File: src/rtl/vx_onehot_collector_if.sv
// Handshake/bus bundle for vx_onehot_collector.
// Input side: a beat (valid_in, index_in, last_in) moves when valid_in && ready_in.
// Output side: a group (valid_out + mask/count/dup/err) moves when valid_out && ready_out.
// Producers must hold a beat stable until accepted; the collector holds a group
// stable until it is accepted.
interface vx_onehot_collector_if #(
  parameter int N  = 1,
  parameter int LN = (N > 1) ? $clog2(N) : 1,
  parameter int CW = $clog2(N + 1)
);
  logic          valid_in;
  logic [LN-1:0] index_in;
  logic          last_in;
  logic          ready_in;
  logic          valid_out;
  logic [N-1:0]  mask_out;
  logic [CW-1:0] count_out;
  logic          dup_out;
  logic          err_out;
  logic          ready_out;

  // Collector side.
  modport slave (
    input  valid_in, index_in, last_in, ready_out,
    output ready_in, valid_out, mask_out, count_out, dup_out, err_out
  );

  // Producer/consumer side.
  modport master (
    output valid_in, index_in, last_in, ready_out,
    input  ready_in, valid_out, mask_out, count_out, dup_out, err_out
  );
endinterface

File: src/rtl/vx_onehot_collector.sv
// vx_onehot_collector: ORs a group of decoded index beats into a one-hot mask,
// counting distinct bits and flagging repeated indices. A beat with last_in
// closes the group, which is then held until the consumer accepts it.
// Optional feature: define VX_ONEHOT_COLLECTOR_RANGE_CHECK_EN to make
// out-of-range indices raise a sticky err_out; otherwise err_out is tied low.
// Out-of-range indices never set a mask bit in either build.
module vx_onehot_collector #(
  parameter int N       = 1,
  parameter int REVERSE = 0,
  parameter int LN      = (N > 1) ? $clog2(N) : 1,
  parameter int CW      = $clog2(N + 1)
) (
  input  logic                   clk,
  input  logic                   reset,
  vx_onehot_collector_if.slave   bus,
  output logic [1:0]             state_o
);

  typedef enum logic [1:0] {
    IDLE  = 2'd0,
    ACCUM = 2'd1,
    HOLD  = 2'd2
  } state_t;

  state_t        state_q;
  logic          valid_q;
  logic [N-1:0]  mask_q;
  logic [CW-1:0] count_q;
  logic          dup_q;

  logic          accept;
  logic          in_range;
  logic          new_bit;
  logic          fresh;
  logic [N-1:0]  dec;
  logic [N-1:0]  base_mask;
  logic [CW-1:0] base_count;
  logic          base_dup;

  // A held group blocks new beats unless the consumer takes it this cycle.
  assign bus.ready_in = (state_q != HOLD) || bus.ready_out;
  assign accept       = bus.valid_in && bus.ready_in;
  assign in_range     = (32'(bus.index_in) < 32'(N));

  // Decode the index into its mask bit; REVERSE mirrors the bit order.
  always_comb begin
    dec = '0;
    for (int b = 0; b < N; b++) begin
      if (32'(bus.index_in) == 32'((REVERSE != 0) ? (N - 1 - b) : b)) begin
        dec[b] = 1'b1;
      end
    end
  end

  // A beat accepted while a group is held starts a new group from scratch.
  always_comb begin
    fresh      = (state_q == HOLD);
    base_mask  = fresh ? '0 : mask_q;
    base_count = fresh ? '0 : count_q;
    base_dup   = fresh ? 1'b0 : dup_q;
    new_bit    = |(dec & ~base_mask);
  end

`ifdef VX_ONEHOT_COLLECTOR_RANGE_CHECK_EN
  logic err_q;
  logic base_err;

  assign base_err = fresh ? 1'b0 : err_q;

  // Sticky out-of-range flag, following the group lifecycle.
  always_ff @(posedge clk) begin
    if (reset) begin
      err_q <= 1'b0;
    end else if (accept) begin
      err_q <= base_err | ~in_range;
    end else if (state_q == HOLD && bus.ready_out) begin
      err_q <= 1'b0;
    end
  end

  assign bus.err_out = err_q;
`else
  assign bus.err_out = 1'b0;
`endif

  // Group FSM with registered mask, count, dup flag and valid.
  always_ff @(posedge clk) begin
    if (reset) begin
      state_q <= IDLE;
      valid_q <= 1'b0;
      mask_q  <= '0;
      count_q <= '0;
      dup_q   <= 1'b0;
    end else if (accept) begin
      mask_q  <= base_mask | dec;
      count_q <= base_count + CW'(new_bit);
      dup_q   <= base_dup | (in_range & ~new_bit);
      if (bus.last_in) begin
        state_q <= HOLD;
        valid_q <= 1'b1;
      end else begin
        state_q <= ACCUM;
        valid_q <= 1'b0;
      end
    end else if (state_q == HOLD && bus.ready_out) begin
      state_q <= IDLE;
      valid_q <= 1'b0;
      mask_q  <= '0;
      count_q <= '0;
      dup_q   <= 1'b0;
    end
  end

  assign bus.valid_out = valid_q;
  assign bus.mask_out  = mask_q;
  assign bus.count_out = count_q;
  assign bus.dup_out   = dup_q;
  assign state_o       = state_q;

endmodule

File: src/flat_wrapper.sv
// flat-port wrapper written by rule: the top's interface ports become plain ports
module vx_onehot_collector_flat 
#(
  parameter int N       = 1,
  parameter int REVERSE = 0,
  parameter int LN      = (N > 1) ? $clog2(N) : 1,
  parameter int CW      = $clog2(N + 1)
)
  (clk, reset, state_o, bus_valid_in, bus_index_in, bus_last_in, bus_ready_out, bus_ready_in, bus_valid_out, bus_mask_out, bus_count_out, bus_dup_out, bus_err_out);
  vx_onehot_collector_if #(.N(N), .LN(LN), .CW(CW)) bus_i ();
  input  logic clk;
  input  logic reset;
  output logic [1:0] state_o;
  input wire logic [$bits(bus_i.valid_in)-1:0] bus_valid_in;
  input wire logic [$bits(bus_i.index_in)-1:0] bus_index_in;
  input wire logic [$bits(bus_i.last_in)-1:0] bus_last_in;
  input wire logic [$bits(bus_i.ready_out)-1:0] bus_ready_out;
  output wire logic [$bits(bus_i.ready_in)-1:0] bus_ready_in;
  output wire logic [$bits(bus_i.valid_out)-1:0] bus_valid_out;
  output wire logic [$bits(bus_i.mask_out)-1:0] bus_mask_out;
  output wire logic [$bits(bus_i.count_out)-1:0] bus_count_out;
  output wire logic [$bits(bus_i.dup_out)-1:0] bus_dup_out;
  output wire logic [$bits(bus_i.err_out)-1:0] bus_err_out;
  assign bus_i.valid_in = bus_valid_in;
  assign bus_i.index_in = bus_index_in;
  assign bus_i.last_in = bus_last_in;
  assign bus_i.ready_out = bus_ready_out;
  assign bus_ready_in = bus_i.ready_in;
  assign bus_valid_out = bus_i.valid_out;
  assign bus_mask_out = bus_i.mask_out;
  assign bus_count_out = bus_i.count_out;
  assign bus_dup_out = bus_i.dup_out;
  assign bus_err_out = bus_i.err_out;
  vx_onehot_collector #(.N(N), .REVERSE(REVERSE), .LN(LN), .CW(CW)) u_core (.clk(clk), .reset(reset), .bus(bus_i), .state_o(state_o));
endmodule
File: config.mk
export PLATFORM = sky130hd
export DESIGN_NAME = vx_onehot_collector_flat
export DESIGN_NICKNAME = d
export VERILOG_FILES = /design/src/rtl/vx_onehot_collector_if.sv /design/src/rtl/vx_onehot_collector.sv /design/src/flat_wrapper.sv
export SDC_FILE = /design/constraint.sdc
export NUM_CORES = 1
export LEC_CHECK = 0
export BUFFER_PORTS_ARGS = -buffer_cell sky130_fd_sc_hd__buf_4
export CORE_AREA = 2 2 39 41
export CTS_CLUSTER_SIZE = 30
export DETAILED_ROUTE_END_ITERATION = 10
export DIE_AREA = 0 0 41 43
export GPL_TIMING_DRIVEN = 0
export PLACE_DENSITY = 0.51
export SLEW_MARGIN = 20
export SYNTH_ARGS = -nofsm -noshare
export SYNTH_HDL_FRONTEND = slang
export SYNTH_SLANG_ARGS = --single-unit
File: constraint.sdc
create_clock -name clk -period 0.95 [get_ports clk]
set_input_delay 0.19 -clock clk [delete_from_list [all_inputs] [get_ports clk]]
set_output_delay 0.19 -clock clk [all_outputs]
set_load 0.05 [all_outputs]
## Word level (Yosys, flattened, before mapping)

Cells that the tools add are included.

- Output and inout bits: 8
- Word-level logic and storage cells: 32
- Register bits: 6
- Bits of input ports: 6

- Equality and inequality tests: 2
- $lt $le $gt $ge: 1
- $add $sub $neg: 1
- Reduce and logical (&&, ||, !) cells: 4
- Bitwise gates (word level): 6
- Multiplexer cells: 13

Operator list:

| cell | count |
|---|---|
| $mux 1 | 10 |
| $mux 2 | 3 |
| $and 1x1->1 | 2 |
| $eq 2x2->1 const B | 1 |
| $logic_and 1x1->1 | 2 |
| $ne 2x2->1 const B | 1 |
| $not 1->1 | 2 |
| $or 1x1->1 | 2 |
| $reduce_bool 2->1 | 1 |
| $add 1x1->1 | 1 |
| $logic_or 1x1->1 | 1 |
| $lt 1x1->1 const B | 1 |

## Longest topological paths before layout

- Depth in word-level cells: 8
- Mapped depth: 4
- Mapped depth without buffers: 4

## Worst setup path after synthesis

OpenSTA, ideal clock, no wires.

- Path kind: reg-to-reg
- From: register u_core.state_q[0] (netlist: u_core.state_o[0])
- To: register u_core.count_q (netlist: u_core.bus.count_out)
- Stages on the path, launching flop included: 5
- Library setup time: 70 ps
- Arrival: 1,378 ps
- Period minus slack after synthesis: 1,448 ps
- Required time: 880 ps
- Path buffers: 0
- Setup slack: -498 ps
- Cells stage by stage: dfxtp_1 > nand2b_4 > or2_4 > o2111ai_1 > a21oi_1

- Elaborated cells on any way between the ends: 12
- Those cells by class: add/sub: 1; eq/ne: 2; mux: 3; bitwise: 2; reduce/logical: 4

RTL lines:

| item | RTL line | text |
|---|---|---|
| start, declared | vx_onehot_collector.sv:25 | `state_t state_q;` |
| start signal, assigned | vx_onehot_collector.sv:89 | `state_q <= IDLE;` |
| start signal, assigned | vx_onehot_collector.sv:99 | `state_q <= HOLD;` |
| start signal, assigned | vx_onehot_collector.sv:102 | `state_q <= ACCUM;` |
| $ne 2x2->1 (*) | vx_onehot_collector.sv:41 | `assign bus.ready_in = (state_q != HOLD) \|\| bus.ready_out;` |
| $logic_or 1x1->1 (*) | vx_onehot_collector.sv:41 |  |
| via bus_ready_in | flat_wrapper.sv:18 | `output wire logic [$bits(bus_i.ready_in)-1:0] bus_ready_in;` |
| $logic_and 1x1->1 (*) | vx_onehot_collector.sv:42 | `assign accept = bus.valid_in && bus.ready_in;` |
| $mux 1 / $reduce_bool 2->1 (equally long branches) | - |  |
| end signal, assigned | vx_onehot_collector.sv:96 | `count_q <= base_count + CW'(new_bit);` |
| end, declared | vx_onehot_collector.sv:28 | `logic [CW-1:0] count_q;` |

Mark *: on every way through the listed nets, which the timed path passes. The rest lies on a longest branch.
A chain may end at the register's enable or synchronous reset.

## Worst setup path after layout

- From: register u_core.state_q[0] (netlist: u_core.state_o[0])
- To: output bus_ready_in

- Longest elaborated chain between the ends: 2

RTL lines:

| item | RTL line |
|---|---|
| $ne 2x2->1 | vx_onehot_collector.sv:41 |
| $logic_or 1x1->1 | vx_onehot_collector.sv:41 |
| end, declared | flat_wrapper.sv:18 |

No other way between the ends.

==> metrics.cfg <==
[synth]
yosysWarnings=0
synth_area_leader_cell=dfxtp_1
ys_seq_area_share_pct=37.9
syn-num-nets=37
synth_top_cell_area_share_pct=37.9
ys_seq_elements=5
postSynthCellCount=31
synth_area_leaders=dfxtp_1 38%, a21oi_1 5.7%, buf_4 5.7%
syn_avg_cell_area_um2=8.52
syn-cell-area_um2=264
ys_types=19

[final_layout]
nNetsFinal=61
syn2layout_area_growth_pct=106
antennaDiodeCount=0
stdcell_count=70
drive_gt1_share_pct=66.7
final_area_um2=543
layout_commonest_cell=buf_4
mostFrequentLayoutCells=11 x buf_4, 5 x buf_6, 5 x buf_8

[pwr]
power_frac_clock_pct=34.6
p_total_mw=0.724
p_leak_nw=0.238
p_per_area_mw_per_mm2=1330
p_comb_share_pct=32.3
p_seq_share_pct=33.0
internal-power_mw=0.494
switching_power_mw=0.230
peakVddDrop_mv=0.590
switching_share_pct=31.8

[grt]
grt_overflow=0
grt_first_pass_wirelength_um=1000
grt_pass1_vias=232
antenna_found_initial=0
grt_usage_pct=9.15
grt_max_degree=7

[setup_path]
cp_slowest_cell=dfxtp_4
end_kind=output pin
crit_type=reg2out
path_max_fanout=2
crit_chain=nand2b_4 -> or2_4 -> buf_8
worst_ep_required_time_ns=0.76
worst_setup_path_start_kind=flop
worstPathArrival_ns=1.10
worst-r2r-setup-slack_ns=-0.29
cp_slowest_stage_delay_ns=0.33

[routing]
drtPass1Iterations=4
wl_per_cell_um=11.4
via_per_inst=4.37
wl_um=797
drt_iter0_drc=7
route.detailed.drc=0
vias=306
final_antenna_net_count=0

[floorplan]
die_width_um=41
core_area_mm2=0.00138
start_util_pct=19.1
row_count=14
die_h_um=43
ioPinCount=14
die_area_mm2=0.00176

[clock_tree]
clkTransAtPathRegs_ns=0.05
cts_sinks=5
clk_latency_ns=0.24
clock_path_buffers=2
cts_root_buffer=clkbuf_4
htreeDepth=1
numCtsBuffers=3
cts_tree=yes

[status]
status=complete, but fails checks
violations=setup timing

[placement]
hpwl_um=449
place_ws_ns=-0.173
post-place-cells=59
dpl_cell_area_um2=383
portBuffers=12
place.gp.congestion=0.658

[timing]
rsz0062_at_grt=true
hold_viol=0
period_minus_slack_ns=1.29
layout_setup_ws_ns=-0.344
setup_viol=8
final_max_slew_viol_count=0
fin_skew_ns=0.00565
max_freq_mhz=773
fin_crit_sh_pct=136

[worst_hold_path]
hold_class=in2reg

[run]
maxCapViolCount=0

[sequential cells by signal, summed over array words and instances, names as in the netlist]
register and cells:
u_core.bus.count_out 1, u_core.bus.dup_out 1, u_core.bus.mask_out 1, u_core.bus.valid_out 1, u_core.state_o 1
[Yosys cell counts]
master / number
o2111ai_1: 1
nand2b_1: 1
a21oi_2: 1
conb_1: 1
a32oi_1: 1
o21ai_0: 1
nor2_1: 4
nand3b_1: 2
and2_1: 1
nor3_1: 1
nand2_1: 1
nand3_1: 2
a22oi_1: 1
a21oi_1: 3
nand2b_4: 1
buf_4: 2
or2_4: 1
dfxtp_1: 5
and2b_1: 1
[per-stage QoR]
step / TNS, ns / hold WS (ns) / utilization [%]
3_5_place_dp: -0.386 / 0.386 / 27.7
3_3_place_gp: -0.426 / 0.391 / 27.7
4_1_cts: -1.25 / 0.116 / 35.6
5_1_grt: -1.94 / 0.128 / 39.2
2_1_floorplan: -0.733 / 0.249 / -
6_report: -1.60 / 0.133 / 39.2
[critical path: cells and delay by family (launching register included)]
kind          cells  cell delay, ns
simple gates      2            0.38
buf+inv           1            0.15
flops             1            0.33
[cells by family after synthesis]
| kind of cell | share of synthesized area, % |
|---|---|
| buffers and inverters | 5.69 |
| AOI/OAI and AO/OA | 20.4 |
| other | 1.42 |
| and+or+nand+nor | 34.6 |
| DFF | 37.9 |
[repair_timing]
item                                   CTS  global route
pin swaps                                2             6
hold buffers                             0             0
endpoints found under the hold margin    0             0
setup endpoints to repair               10            11
gates resized for setup                 16             7
setup buffers                            4             3
[worst paths after layout]
| kind | cells after the start | to | from |
|---|---|---|---|
| hold reg to reg | 2 | u_core.bus.dup_out | u_core.bus.dup_out |
| hold / removal | 2 | u_core.state_o[0] | reset |
| setup reg to reg | 6 | u_core.bus.count_out | u_core.state_o[0] |
| setup / recovery | 3 | bus_ready_in | u_core.state_o[0] |
[power by group through the flow]
stage | registers, mW | logic (mW) | clock network [mW]
finish | 0.239 | 0.234 | 0.251
global placement | 0.240 | 0.169 | 0
CTS | 0.237 | 0.207 | 0.272
floorplan | 0.282 | 0.0709 | 0
global route | 0.241 | 0.246 | 0.275
detailed placement | 0.240 | 0.168 | 0
[layer usage]
layer	wire, um	share of wire (%)	track usage (%)	vias up
met4	0	0	6.00	0
met5	0	0	0	-
met3	58	7.3	6.81	0
met2	405	51	10.6	17
li1	-	-	-	155
met1	332	42	11.3	134
[area by class of cell]
type	count	area, um2
Buffer	2	18.8
Clock buffer	4	26.3
Fill cell	139	841
Multi-Input combinational cell	24	169
Sequential cell	5	114
Tap cell	16	20.0
Timing Repair Buffer	19	195
(Power assumes the default switching activity.)
